<file path="src/rtl/cla_adder_pipe_32bit.sv">
// rtl/cla_adder_pipe_32bit.sv - two-stage pipelined 32-bit carry-lookahead adder/subtractor
// Lower 16 bits resolve in stage 1, upper 16 bits in stage 2 from the registered c16.

module lookahead_carry_generator_4bit (
   input  logic [3:0] g,
   input  logic [3:0] p,
   input  logic       c0,
   output logic [2:0] c,
   output logic       gg,
   output logic       pg
);

   // c[i] is the carry into bit i+1; the carry out of the group is gg | pg & c0
   assign c[0] = g[0] | (p[0] & c0);
   assign c[1] = g[1] | (p[1] & g[0]) | (p[1] & p[0] & c0);
   assign c[2] = g[2] | (p[2] & g[1]) | (p[2] & p[1] & g[0]) | (p[2] & p[1] & p[0] & c0);
   assign gg   = g[3] | (p[3] & g[2]) | (p[3] & p[2] & g[1]) | (p[3] & p[2] & p[1] & g[0]);
   assign pg   = &p;

endmodule

module cla_16bit #(
   parameter int HALF_W = 16,
   parameter int GRP_W  = 4
) (
   input  logic [HALF_W-1:0] a,
   input  logic [HALF_W-1:0] b,
   input  logic              cin,
   output logic [HALF_W-1:0] sum,
   output logic              cout,
   output logic              c_msb
);

   localparam int NGRP = HALF_W / GRP_W;

   logic [HALF_W-1:0] g;
   logic [HALF_W-1:0] p;
   logic [HALF_W:0]   c;
   logic [NGRP-1:0]   grp_g;
   logic [NGRP-1:0]   grp_p;
   logic [NGRP-1:0]   grp_cin;
   logic [NGRP-2:0]   lvl2_c;
   logic              blk_g;
   logic              blk_p;

   assign g = a & b;
   assign p = a ^ b;

   // Second level resolves every group carry-in directly from cin
   lookahead_carry_generator_4bit u_lvl2 (
      .g  (grp_g),
      .p  (grp_p),
      .c0 (cin),
      .c  (lvl2_c),
      .gg (blk_g),
      .pg (blk_p)
   );

   assign grp_cin = {lvl2_c, cin};

   for (genvar k = 0; k < NGRP; k++) begin : g_grp
      logic [GRP_W-2:0] c_in_grp;

      lookahead_carry_generator_4bit u_grp (
         .g  (g[k*GRP_W +: GRP_W]),
         .p  (p[k*GRP_W +: GRP_W]),
         .c0 (grp_cin[k]),
         .c  (c_in_grp),
         .gg (grp_g[k]),
         .pg (grp_p[k])
      );

      assign c[k*GRP_W]                  = grp_cin[k];
      assign c[k*GRP_W+1 +: GRP_W-1]     = c_in_grp;
   end

   assign c[HALF_W] = blk_g | (blk_p & cin);
   assign sum       = p ^ c[HALF_W-1:0];
   assign cout      = c[HALF_W];
   assign c_msb     = c[HALF_W-1];

endmodule

module cla_adder_pipe_32bit #(
   parameter int DATA_W = 32,
   parameter int HALF_W = DATA_W / 2,
   parameter int GRP_W  = 4
) (
   input  logic              clk,
   input  logic              rst,
   input  logic              in_valid,
   output logic              in_ready,
   input  logic [DATA_W-1:0] a,
   input  logic [DATA_W-1:0] b,
   input  logic              cin,
   input  logic              sub,
   output logic              out_valid,
   input  logic              out_ready,
   output logic [DATA_W-1:0] sum,
   output logic              cout,
   output logic              ovf,
   output logic              zero
);

   logic [DATA_W-1:0] b_eff;
   logic              c_eff;
   logic [HALF_W-1:0] lo_sum;
   logic              lo_c16;
   logic              lo_c15_unused;

   logic              s1_valid;
   logic [HALF_W-1:0] s1_sum_lo;
   logic              s1_c16;
   logic [HALF_W-1:0] s1_a_hi;
   logic [HALF_W-1:0] s1_b_hi;

   logic [HALF_W-1:0] hi_sum;
   logic              hi_c32;
   logic              hi_c31;
   logic              s2_ready;
   logic              accept;

   // Subtract is a + ~b + 1; the caller's cin has no meaning then
   assign b_eff = sub ? ~b : b;
   assign c_eff = sub | cin;

   cla_16bit #(.HALF_W(HALF_W), .GRP_W(GRP_W)) u_cla_lo (
      .a     (a[HALF_W-1:0]),
      .b     (b_eff[HALF_W-1:0]),
      .cin   (c_eff),
      .sum   (lo_sum),
      .cout  (lo_c16),
      .c_msb (lo_c15_unused)
   );

   cla_16bit #(.HALF_W(HALF_W), .GRP_W(GRP_W)) u_cla_hi (
      .a     (s1_a_hi),
      .b     (s1_b_hi),
      .cin   (s1_c16),
      .sum   (hi_sum),
      .cout  (hi_c32),
      .c_msb (hi_c31)
   );

   assign s2_ready = !out_valid || out_ready;
   assign in_ready = !s1_valid || s2_ready;
   assign accept   = in_valid && in_ready;

   always_ff @(posedge clk or posedge rst) begin
      if (rst) begin
         s1_valid  <= 1'b0;
         s1_sum_lo <= '0;
         s1_c16    <= 1'b0;
         s1_a_hi   <= '0;
         s1_b_hi   <= '0;
      end else if (in_ready) begin
         s1_valid <= accept;
         if (accept) begin
            s1_sum_lo <= lo_sum;
            s1_c16    <= lo_c16;
            s1_a_hi   <= a[DATA_W-1:HALF_W];
            s1_b_hi   <= b_eff[DATA_W-1:HALF_W];
         end
      end
   end

   // Result registers only move on a real stage-2 load, so they hold through stalls and bubbles
   always_ff @(posedge clk or posedge rst) begin
      if (rst) begin
         out_valid <= 1'b0;
         sum       <= '0;
         cout      <= 1'b0;
         ovf       <= 1'b0;
         zero      <= 1'b0;
      end else if (s2_ready) begin
         out_valid <= s1_valid;
         if (s1_valid) begin
            sum  <= {hi_sum, s1_sum_lo};
            cout <= hi_c32;
            ovf  <= hi_c31 ^ hi_c32;
            zero <= ~|{hi_sum, s1_sum_lo};
         end
      end
   end

endmodule
</file>
<file path="config.mk">
export PLATFORM = sky130hd
export DESIGN_NAME = cla_adder_pipe_32bit
export DESIGN_NICKNAME = d
export VERILOG_FILES = /design/src/rtl/cla_adder_pipe_32bit.sv
export SDC_FILE = /design/constraint.sdc
export NUM_CORES = 1
export LEC_CHECK = 0
export ABC_CLOCK_PERIOD_IN_PS = 6900
export BUFFER_PORTS_ARGS = -buffer_cell sky130_fd_sc_hd__buf_2
export CAP_MARGIN = 20
export CORE_MARGIN = 2
export CORE_UTILIZATION = 59
export DETAILED_ROUTE_END_ITERATION = 8
export PLACE_DENSITY = 0.82
export RECOVER_POWER = 50
export SYNTH_ARGS = -nofsm -noshare
export SYNTH_HDL_FRONTEND = slang
export SYNTH_SLANG_ARGS = --single-unit
</file>
<file path="constraint.sdc">
create_clock -name clk -period 6.9 [get_ports clk]
set_input_delay 0.69 -clock clk [delete_from_list [all_inputs] [get_ports clk]]
set_output_delay 0.69 -clock clk [all_outputs]
set_load 0.1 [all_outputs]
</file>
=== Word level (Yosys, flattened, before mapping) ===
Cells that the tools add are included.

* Input port bits: 70
* Bits in registers: 86
* Word-level logic and storage cells: 273

* Reduce and logical (&&, ||, !) cells: 19
* Bitwise operators: 243
* Multiplexer cells: 1

{| class="wikitable"
|+ Operator list
! cell !! count
|-
| $and A1 B1 Y1 || 142
|-
| $or A1 B1 Y1 || 93
|-
| $xor A16 B16 Y16 || 4
|-
| $and A16 B16 Y16 || 2
|-
| $mux W32 || 1
|-
| $not A32 Y32 || 1
|-
| $reduce_and A16 Y1 || 2
|-
| $reduce_and A4 Y1 || 8
|-
| $reduce_or A32 Y1 || 1
|-
| $reduce_and A2 Y1 || 2
|-
| $logic_not A1 Y1 || 3
|-
| $logic_or A1 B1 Y1 || 2
|-
| $logic_and A1 B1 Y1 || 1
|-
| $xor A1 B1 Y1 || 1
|}

=== Longest topological paths before layout ===
Gate-level depths: netlist (run 1).

* Depth in word-level cells: 14
* Mapped depth: 14

=== Hierarchy ===
Synthesis (run 1) repeated with hierarchy kept, for this count alone.

* Cell total of the unflattened synthesis: 393
* Area, all modules: 4961.0 µm²

{| class="wikitable"
|+ By module, submodules not included
! module !! area an instance (µm²) !! instances !! seq. area each (µm²) !! cells an instance
|-
| cla_adder_pipe_32bit || 3674.8 || 1 || 2152.1 || 237
|-
| cla_16bit || 349.1 || 2 || 0.0 || 33
|-
| lookahead_carry_generator_4bit || 58.8 || 10 || 0.0 || 9
|}

=== Least setup slack after synthesis (run 1) ===
OpenSTA, ideal clock, no wires.

* Path type: input port to flip-flop
* From: input port sub
* To: register s1_sum_lo[13]
* Slack: 3.425 ns
* Arrival time: 3.392 ns
* Path buffers: 2
* Stages: 14
* Setup time: 0.083 ns
* Cells stage by stage: buf_2 buf_1 xor2_1 ha_1 nand2_1 o21ai_1 a211oi_1 nor2_1 inv_2 o21ai_0 a21oi_1 fa_1 xor2_1 o21ai_0

* Cells in the longest elaborated chain, start to end: 13
* Elaborated cells between the ends (all ways): 42

{| class="wikitable"
|+ Ends and longest elaborated chain
! element !! RTL line !! source
|-
| from (decl) || 96 || <nowiki>input logic sub,</nowiki>
|-
| $mux W32 || 124 || <nowiki>assign b_eff = sub ? ~b : b;</nowiki>
|-
| $xor A16 B16 Y16 / $and A16 B16 Y16 (equally long branches) || 47, 46 ||
|-
| $and A1 B1 Y1 || 17 || <nowiki>assign gg = g[3] | (p[3] & g[2]) | (p[3] & p[2] & g[1]) | (p[3] & p[2] & p[1] & g[0]);</nowiki>
|-
| $or A1 B1 Y1 / $and A1 B1 Y1 (equally long branches) (2 in series) || 17 ||
|-
| $or A1 B1 Y1 || 17 ||
|-
| $and A1 B1 Y1 || 16 || <nowiki>assign c[2] = g[2] | (p[2] & g[1]) | (p[2] & p[1] & g[0]) | (p[2] & p[1] & p[0] & c0);</nowiki>
|-
| $or A1 B1 Y1 (3 in series) || 16 ||
|-
| $and A1 B1 Y1 || 14 || <nowiki>assign c[0] = g[0] | (p[0] & c0);</nowiki>
|-
| $or A1 B1 Y1 || 14 ||
|-
| $xor A16 B16 Y16 * || 78 || <nowiki>assign sum = p ^ c[HALF_W-1:0];</nowiki>
|-
| to (signal assigned) || 159 || <nowiki>s1_sum_lo <= lo_sum;</nowiki>
|-
| to (decl) || 112 || <nowiki>logic [HALF_W-1:0] s1_sum_lo;</nowiki>
|}

Every way passes the cells marked *; elsewhere a longest branch is shown, timed or not.
A chain may end at the register's enable or synchronous reset.

==> results_dict.tcl, run 1 <==
set metrics [dict create \
    status "complete, but fails checks" \
    max_freq_mhz 234 \
    routedWlPerCell_um 14.9 \
    grt_usage_pct 25.1 \
    htree_levels 3 \
    worstHoldPathCells 2 \
    rsz0062_at_grt "no" \
    grt_pass1_wl_um 17500 \
    end_kind "asynchronous set/reset pin" \
    required_ns 6.76 \
    maxCapViolCount 3 \
    num_vias 3845 \
    area_growth_pct 17.3 \
    drtIter0Drc 121 \
    design.core.area_um2 8090 \
    antennaDiodeCount 0 \
    min_from "sum[23]$_DFFE_PP0P_" \
    dieArea_um2 8990 \
    synth_warnings 0 \
    ys_seq_area_share_pct 44.2 \
    grt_pass1_vias 3901 \
    ys.flop_type "dfrtp_1" \
    period_share_pct 62.0 \
    place_area_um2 5490 \
    drc 0 \
    cp_common_cell "clkbuf_1" \
    hold_viol 0 \
    r2r_slack_ns 3.36 \
    power_density_nw_per_um2 405 \
    crit_fanout 55 \
    multi_input_area_um2 2570 \
    cts_num_sinks 86 \
    synth_area_um2 4860 \
    cts_hold_buf 0 \
    post-route-min-period_ns 4.28 \
    seq_area_um2 2150 \
    syn_avg_cell_area_um2 9.75 \
    setup_viol 0 \
    path_delay_family "buffers and inverters" \
    relSlewSlack_pct -87.0 \
    antenna_left 0 \
    slowest_stage "clkbuf_1" \
    fin_nets 712 \
    tightest_slew_ns 2.80 \
    fp-row-count 33 \
    clock_latency_ns 0.36 \
    root_buffer "clkbuf_8" \
    ir_drop_uv 182 \
    cts_tree "built" \
    cts_max_path_buffers 2 \
    path_cells "buf_2 -> clkinvlp_2 -> clkbuf_1 -> clkbuf_1" \
    fp.dieH_um 94.8 \
    place_congestion 0.802 \
    die_w_um 94.8 \
    fin_skew_ns 0.0130 \
    path_buf_inv 4 \
    grt_max_degree 87 \
    worstPathArrival_ns 4.14 \
    drv_slew 133 \
    drive_above_1_share_pct 24.5 \
    violations "max-capacitance violations, max-slew violations" \
    leakagePower_nw 2.86 \
    fin_area_um2 5710 \
    ios 107 \
    finalSetupTns_ns 0 \
    postCtsSetupBuffers 0 \
    hold_path_end "sum[23]$_DFFE_PP0P_" \
    drt-total-wl_um 10600 \
    initial_core_util_pct 60.1 \
    port_buffers 106 \
    hold_class "flip-flop to flip-flop" \
    clk_transition_reported_paths_ns 0.09 \
    r2r-start "s1_a_hi[6]$_DFFE_PP0P_" \
    viasPerCell 5.40 \
    antenna_found_initial 0 \
    gr-total-overflow 0 \
    startpoint_type "input port" \
    cts_inserted_buffers 9 \
    r2r-end "zero$_DFFE_PP0P_" \
    ys_ff_latch 86 \
    synth-edff-count 0 \
    syn-num-nets 609 \
    cts_resized 0 \
    drt_first_pass_iters 4 \
    syn_inst 499 \
    slowest_delay_ns 2.07 \
    final_cells 712 \
    fillers 630 \
    async_reset_ff_share_pct 100 \
    worstRegToRegCells 11 \
    post-place-cells 695 \
    crit_type "input port to asynchronous set/reset pin" \
    hpwl_um 7810 \
    synth.distinct_cells 50 \
    final_util_pct 70.5 \
]
==> flip-flops by register name (all words and copies together), names as in the netlist, 16 cells and up <==
register and flops:
s1_b_hi 16, s1_sum_lo 16, s1_a_hi 16, sum 32
==> synth_stat cells, drive strengths merged, types with 4 or more instances <==
| library cell | n | area share [%] |
|---|---|---|
| inv | 18 | 1.4 |
| nand2 | 120 | 9.3 |
| xor2 | 29 | 5.2 |
| fa | 8 | 3.3 |
| xnor2 | 25 | 4.5 |
| o21ai | 46 | 4.7 |
| clkbuf | 15 | 1.2 |
| buf | 4 | 0.33 |
| nor3 | 7 | 0.82 |
| nor4 | 5 | 0.64 |
| mux2 | 16 | 3.7 |
| a21oi | 15 | 1.8 |
| a21o | 8 | 1.2 |
| ha | 32 | 8.2 |
| nand2b | 5 | 0.64 |
| nor2 | 16 | 1.2 |
| o31ai | 5 | 0.87 |
| dfrtp | 86 | 44 |
==> cell families (layout without fill, tap and decap cells) <==
group	Yosys count	count (layout)	share of synthesized area, %
AOI/OAI and AO/OA	94	94	12.3
adders and majority gates	40	40	11.5
muxes	18	18	4.12
xor gates and xnor gates	54	54	9.72
buffers and inverters	37	145	2.88
and+or+nand+nor	170	170	15.2
DFF	86	86	44.2
==> final cells by class <==
type / count / share of cell area (%)
multi-input combinational: 376 / 45.1
sequential: 86 / 37.7
timing repair buffer: 111 / 9.76
tap: 105 / 2.30
clock buffer: 10 / 2.24
clock inverter: 6 / 1.64
inverter: 18 / 1.21
==> tightest hold or removal path, stage by stage (launching register included) <==
cell and delay (ns):
dfrtp_1 0.35, nand2_1 0.05, nand2_1 0.05
==> worst max-delay path by stage <==
stage / slack (ns) / from / to / depth (start not counted)
floorplan: 3.43 / sub / s1_sum_lo[13]$_DFFE_PP0P_ / 14
global placement: 3.10 / sub / s1_sum_lo[13]$_DFFE_PP0P_ / 13
detailed placement: 2.94 / sub / s1_sum_lo[13]$_DFFE_PP0P_ / 13
CTS: 3.32 / sub / s1_sum_lo[13]$_DFFE_PP0P_ / 13
global route: 1.72 / rst / s1_b_hi[5]$_DFFE_PP0P_ / 4
finish: 2.62 / rst / s1_b_hi[5]$_DFFE_PP0P_ / 4
==> power breakdown <==
part           internal [mW]  switching, mW  leakage (nW)
registers              0.639         0.0899          1.05
clock network          0.207          0.184         0.107
logic                  0.279          0.911          1.71
total                   1.13           1.19          2.86
==> metrics by stage <==
step | power [mW] | hold slack, ns | worst slack, ns
global placement | 1.89 | 0.456 | 3.10
floorplan | 1.69 | 0.454 | 3.43
CTS | 2.32 | 0.475 | 3.32
global route | 2.43 | 0.508 | 1.72
detailed placement | 1.93 | 0.454 | 2.94
finish | 2.31 | 0.475 | 2.62
==> layer usage <==
| metal | wire (um) | share of wire [%] | track usage [%] |
|---|---|---|---|
| met5 | 0 | 0 | 0 |
| met4 | 204 | 1.9 | 12.1 |
| met3 | 676 | 6.4 | 4.15 |
| met2 | 5450 | 51 | 43.9 |
| met1 | 4280 | 40 | 30.2 |
==> placed cells by master (no fill, tap or decap), drive strengths merged, types with 3 or more instances in the layout <==
master and instances:
nand3 3, clkbuf 13, o21ai 46, a21oi 15, ha 32, nand2b 5, buf 108, a21o 8
dfrtp 86, nor4 5, xnor2 25, mux2 16, nand4 3, o31ai 5, and2 3, a31oi 3
fa 8, or3 3, nor2 16, nand2 120, xor2 29, nor3 7, inv 19
Power figures use the tool's default switching activity.
==> run 2: changes to the inputs <==
--- a/config.mk
+++ b/config.mk
@@ -5,13 +5,13 @@
 export SDC_FILE = /design/constraint.sdc
 export NUM_CORES = 1
 export LEC_CHECK = 0
-export ABC_CLOCK_PERIOD_IN_PS = 6900
+export ABC_CLOCK_PERIOD_IN_PS = 3980
 export BUFFER_PORTS_ARGS = -buffer_cell sky130_fd_sc_hd__buf_2
 export CAP_MARGIN = 20
 export CORE_MARGIN = 2
-export CORE_UTILIZATION = 59
+export CORE_UTILIZATION = 55
 export DETAILED_ROUTE_END_ITERATION = 8
-export PLACE_DENSITY = 0.82
+export PLACE_DENSITY = 0.77
 export RECOVER_POWER = 50
 export SYNTH_ARGS = -nofsm -noshare
 export SYNTH_HDL_FRONTEND = slang
==> constraint.sdc (replaced) <==
create_clock -name clk -period 3.98 [get_ports clk]
set_input_delay 0.398 -clock clk [delete_from_list [all_inputs] [get_ports clk]]
set_output_delay 0.398 -clock clk [all_outputs]
set_load 0.1 [all_outputs]
==> results_dict.tcl, run 2 (same netlist as run 1, synthesis figures left out) <==
set metrics [dict create \
    crit_fanout 7 \
    postCtsSetupBuffers 0 \
    fp-row-count 34 \
    hold_viol 0 \
    maxCapViolCount 3 \
    setup_viol 0 \
    design.core.area_um2 8640 \
    p_int_mw 1.90 \
    drc 0 \
    slowest_stage "fa_1" \
    initial_core_util_pct 56.3 \
    violations "max-capacitance violations, max-slew violations" \
    final_common_cell "nand2_1" \
    cts_inserted_buffers 9 \
    startpoint_type "flip-flop" \
    drt_first_pass_iters 4 \
    hpwl_um 8220 \
    tightest_slew_ns 2.44 \
    relSlewSlack_pct -63.5 \
    max_freq_mhz 292 \
    clockPowerShare_pct 16.0 \
    wl_met2_um 5550 \
    fin_skew_ns 0.0111 \
    top_register "sum" \
    fin_nets 713 \
    ios 107 \
    antenna_left 0 \
    routedWlPerCell_um 15.1 \
    finalSetupTns_ns 0 \
    p_switching_mw 2.06 \
    wl_met3_um 515 \
    cts_num_sinks 86 \
    port_buffers 106 \
    pwr-share-comb_pct 52.1 \
    required_ns 4.24 \
    grt_usage_pct 23.4 \
    drv_slew 133 \
    grt_max_degree 64 \
    hold_class "input port to flip-flop" \
    clk_transition_reported_paths_ns 0.09 \
    power_density_nw_per_um2 693 \
    p_seq_share_pct 31.9 \
    place_congestion 0.829 \
    end_kind "flip-flop" \
    ir_drop_uv 407 \
    htree_levels 3 \
    period_share_pct 86.1 \
    grt_pass1_vias 3882 \
    num_vias 3830 \
    cts_tree "built" \
    p_sw_share_pct 52.0 \
    met1Wirelength_um 4600 \
    area_growth_pct 17.5 \
    antennaDiodeCount 0 \
    antenna_found_initial 0 \
    drive_above_1_share_pct 24.8 \
    slowest_delay_ns 0.49 \
    gr-total-overflow 0 \
    drtIter0Drc 136 \
    drt-total-wl_um 10800 \
    root_buffer "clkbuf_8" \
    cts_max_path_buffers 2 \
    dieArea_um2 9610 \
    status "complete, but fails checks" \
    final_cell_mix "120 x nand2_1, 106 x buf_2, 86 x dfrtp_1, 41 x o21ai_0, 32 x ha_1" \
    crit_type "flip-flop to flip-flop" \
    clock_latency_ns 0.36 \
    rsz0062_at_grt "no" \
    worstPathArrival_ns 3.68 \
    cts_resized 0 \
    whs_ns 0.265 \
    post-route-min-period_ns 3.42 \
    leakagePower_nw 2.86 \
    top_layer_used "met4" \
    grt_pass1_wl_um 18000 \
    die_w_um 98.0 \
    cts_hold_buf 0 \
    viasPerCell 5.35 \
    largest_reg_flops 32 \
    fp.dieH_um 98.0 \
    path_cells "ha_1 -> and2_4 -> a221o_1 -> o311ai_4 -> nand3b_1 -> fa_1 -> nor4_1 -> nand4_1 -> nor3_1 -> o211ai_1 -> o31ai_2" \
]
## run 2: changes by cell type in the layout (fill, tap and decap cells not counted), sizes merged
cell,previous run,this run
buf,108,110
bufinv,2,1
clkinv,1,0
clkbuf,13,12
inv,19,18
clkinvlp,2,5
## run 2: final timing paths
path                                   startpoint  slack, ns  depth (start not counted)                      end
hold / removal                              a[26]       0.27                          2  s1_a_hi[10]$_DFFE_PP0P_
min in group asynchronous                     rst       0.69                          2      sum[19]$_DFFE_PP0P_
setup / recovery           s1_a_hi[6]$_DFFE_PP0P_       0.56                         11         zero$_DFFE_PP0P_
hold reg to reg               sum[13]$_DFFE_PP0P_       0.48                          2      sum[13]$_DFFE_PP0P_
max in group asynchronous                     rst       1.02                          3  s1_a_hi[15]$_DFFE_PP0P_
setup reg to reg           s1_a_hi[6]$_DFFE_PP0P_       0.56                         11         zero$_DFFE_PP0P_
## run 2: power by group through the flow
stage | sequential (mW) | clock, mW | combinational, mW
6_report | 1.26 | 0.633 | 2.06
5_1_grt | 1.30 | 0.675 | 2.19
4_1_cts | 1.27 | 0.643 | 2.07
3_5_place_dp | 1.28 | 0 | 2.07
3_3_place_gp | 1.27 | 0 | 2.04
2_1_floorplan | 2.23 | 0 | 0.700
## run 2: routing by layer
layer,GRT usage [%],vias to the layer above
met2,41.1,102
li1,-,1895
met1,28.9,1821
met3,5.73,12
met5,0,-
met4,6.30,0
## run 2: critical path: cells and delay by family, from the launching register on
kind / cells / cell delay, ns
flops: 1 / 0.39
simple gates: 5 / 1.01
compound gates: 4 / 1.05
fa+ha+maj: 2 / 0.89
## run 2: layout make-up
cell class	count	area (um2)
Clock buffer	10	138
Inverter	18	68.8
Clock inverter	6	68.8
Sequential cell	86	2150
Tap cell	108	135
Timing Repair Buffer	112	581
Fill cell	705	2920
Multi-Input combinational cell	376	2570
## run 2: stage by stage
step	instances	cell area, um2	util [%]	worst slack [ns]	total power, mW
6_report	716	5720	66.2	0.555	3.96
5_1_grt	716	5720	66.2	0.305	4.17
4_1_cts	715	5710	66.1	0.559	3.98
3_5_place_dp	699	5500	63.7	0.579	3.35
3_3_place_gp	699	5500	63.7	0.731	3.31
2_1_floorplan	499	4860	-	0.645	2.93
==> run 3: changes to the inputs <==
--- a/config.mk
+++ b/config.mk
@@ -5,7 +5,7 @@
 export SDC_FILE = /design/constraint.sdc
 export NUM_CORES = 1
 export LEC_CHECK = 0
-export ABC_CLOCK_PERIOD_IN_PS = 3980
+export ABC_CLOCK_PERIOD_IN_PS = 3870
 export BUFFER_PORTS_ARGS = -buffer_cell sky130_fd_sc_hd__buf_2
 export CAP_MARGIN = 20
 export CORE_MARGIN = 2
==> constraint.sdc (replaced) <==
create_clock -name clk -period 3.87 [get_ports clk]
set_input_delay 0.1935 -clock clk [delete_from_list [all_inputs] [get_ports clk]]
set_output_delay 0.1935 -clock clk [all_outputs]
set_load 0.1 [all_outputs]
==> results_dict.tcl, run 3 (same netlist as run 1, synthesis figures left out) <==
set metrics [dict create \
    status "complete, but fails checks" \
    violations "max-capacitance violations, max-slew violations" \
    crit_fanout 7 \
    final_cells 717 \
    p_int_mw 1.89 \
    worst_slack_ns 0.467 \
    end_kind "flip-flop" \
    r2r_slack_ns 0.47 \
    place_congestion 0.824 \
    grt_max_degree 58 \
    clockPowerShare_pct 14.6 \
    clk_transition_reported_paths_ns 0.09 \
    root_buffer "clkbuf_8" \
    largest_reg_flops 32 \
    routedWlPerCell_um 14.4 \
    p_seq_share_pct 32.6 \
    p_switching_mw 2.09 \
    r2r-start "s1_b_hi[6]$_DFFE_PP0P_" \
    startpoint_type "flip-flop" \
    worstHoldPathCells 2 \
    antennaDiodeCount 0 \
    clock_latency_ns 0.35 \
    grt_pass1_vias 3880 \
    drive_above_1_share_pct 24.6 \
    cts_max_path_buffers 2 \
    tightest_slew_ns 2.40 \
    hold_class "input port to flip-flop" \
    worstPathArrival_ns 3.65 \
    min_from "in_valid" \
    power_density_nw_per_um2 700 \
    pwr-share-comb_pct 52.8 \
    antenna_left 0 \
    relSlewSlack_pct -60.1 \
    area_growth_pct 16.9 \
    leakagePower_nw 2.85 \
    viasPerCell 5.23 \
    cts_tree "built" \
    maxCapViolCount 2 \
    r2r-end "zero$_DFFE_PP0P_" \
    top_register "sum" \
    hpwl_um 8020 \
    fp.dieH_um 98.0 \
    htree_levels 3 \
    worstRegToRegCells 11 \
    drt-total-wl_um 10300 \
    startpoint "s1_b_hi[6]$_DFFE_PP0P_" \
    finalSetupTns_ns 0 \
    p_sw_share_pct 52.5 \
    num_vias 3750 \
    port_buffers 106 \
    ios 107 \
    crit_type "flip-flop to flip-flop" \
    drc 0 \
    fp-row-count 34 \
    rsz0062_at_grt "no" \
    fin_skew_ns 0.0171 \
    postCtsSetupBuffers 0 \
    design.core.area_um2 8640 \
    grt_usage_pct 22.9 \
    drtIter0Drc 89 \
    gr-total-overflow 0 \
    required_ns 4.12 \
    fillers 733 \
    dieArea_um2 9610 \
    final_cell_mix "119 x nand2_1, 106 x buf_2, 86 x dfrtp_1, 41 x o21ai_0, 32 x ha_1" \
    max_freq_mhz 294 \
    post-place-ws_ns 0.482 \
    period_share_pct 87.9 \
    cts_inserted_buffers 9 \
    grt_pass1_wl_um 17700 \
    hold_viol 0 \
    die_w_um 98.0 \
    setup_viol 0 \
    drv_slew 80 \
    hold_path_end "s1_valid$_DFFE_PP0N_" \
    cts_num_sinks 86 \
    post-route-min-period_ns 3.40 \
    drt_first_pass_iters 4 \
    fin_nets 714 \
    post-place-cells 699 \
    antenna_found_initial 0 \
    final_common_cell "nand2_1" \
    ir_drop_uv 398 \
    initial_core_util_pct 56.3 \
]
## run 3: cell type report
cell class	instances	area, um2	area share, %
clock inverters	5	41.3	0.726
inverters	18	68.8	1.21
repair buffers	113	574	10.1
well taps	108	135	2.38
multi-input cells	376	2570	45.3
clock buffers	11	141	2.49
flip-flops and latches	86	2150	37.8
## run 3: power groups by stage
stage / Combinational [mW] / Sequential, mW / Clock (mW)
after floorplan: 0.720 / 2.29 / 0
after global placement: 2.09 / 1.31 / 0
after detailed placement: 2.12 / 1.32 / 0
after CTS: 2.12 / 1.30 / 0.595
after global routing: 2.26 / 1.33 / 0.641
final: 2.10 / 1.30 / 0.581
## run 3: worst max-delay path by stage
| stage | slack, ns | cells after the start | to |
|---|---|---|---|
| 3_3_place_gp | 0.59 | 11 | zero$_DFFE_PP0P_ |
| 5_1_grt | 0.17 | 11 | zero$_DFFE_PP0P_ |
| 3_5_place_dp | 0.48 | 11 | zero$_DFFE_PP0P_ |
| 2_1_floorplan | 0.54 | 4 | s1_a_hi[10]$_DFFE_PP0P_ |
| 6_report | 0.47 | 11 | zero$_DFFE_PP0P_ |
| 4_1_cts | 0.44 | 11 | zero$_DFFE_PP0P_ |
## run 3: worst max-delay path, cell delays in order (launching register included)
cell,delay [ns]
dfrtp_1,0.39
ha_1,0.38
and2_4,0.21
a221o_1,0.35
o311ai_4,0.36
nand3b_1,0.14
fa_1,0.49
nor4_1,0.28
nand4_1,0.14
nor3_1,0.21
o211ai_1,0.14
o31ai_2,0.20
## run 3: stage by stage
step / power, mW / instance area [um2] / utilization, % / hold slack [ns]
final: 3.98 / 5690 / 65.9 / 0.0561
after global routing: 4.23 / 5690 / 65.9 / 0.0562
after CTS: 4.02 / 5680 / 65.8 / 0.0255
after detailed placement: 3.43 / 5500 / 63.7 / 0.425
after global placement: 3.40 / 5500 / 63.7 / 0.418
after floorplan: 3.01 / 4860 / - / 0.302
## run 3: repair_timing
action	in CTS	in global routing
hold endpoints to repair	0	8
endpoints found under the setup margin	0	0
hold buffers	0	1
gates resized for setup	0	0
## run 3: routing by layer
layer / share of wire [%] / vias to the layer above / GRT usage, %
met4: 2.8 / 0 / 9.62
li1: - / 1900 / -
met2: 48 / 91 / 38.4
met3: 4.4 / 22 / 3.87
met5: 0 / - / 0
met1: 45 / 1737 / 29.5
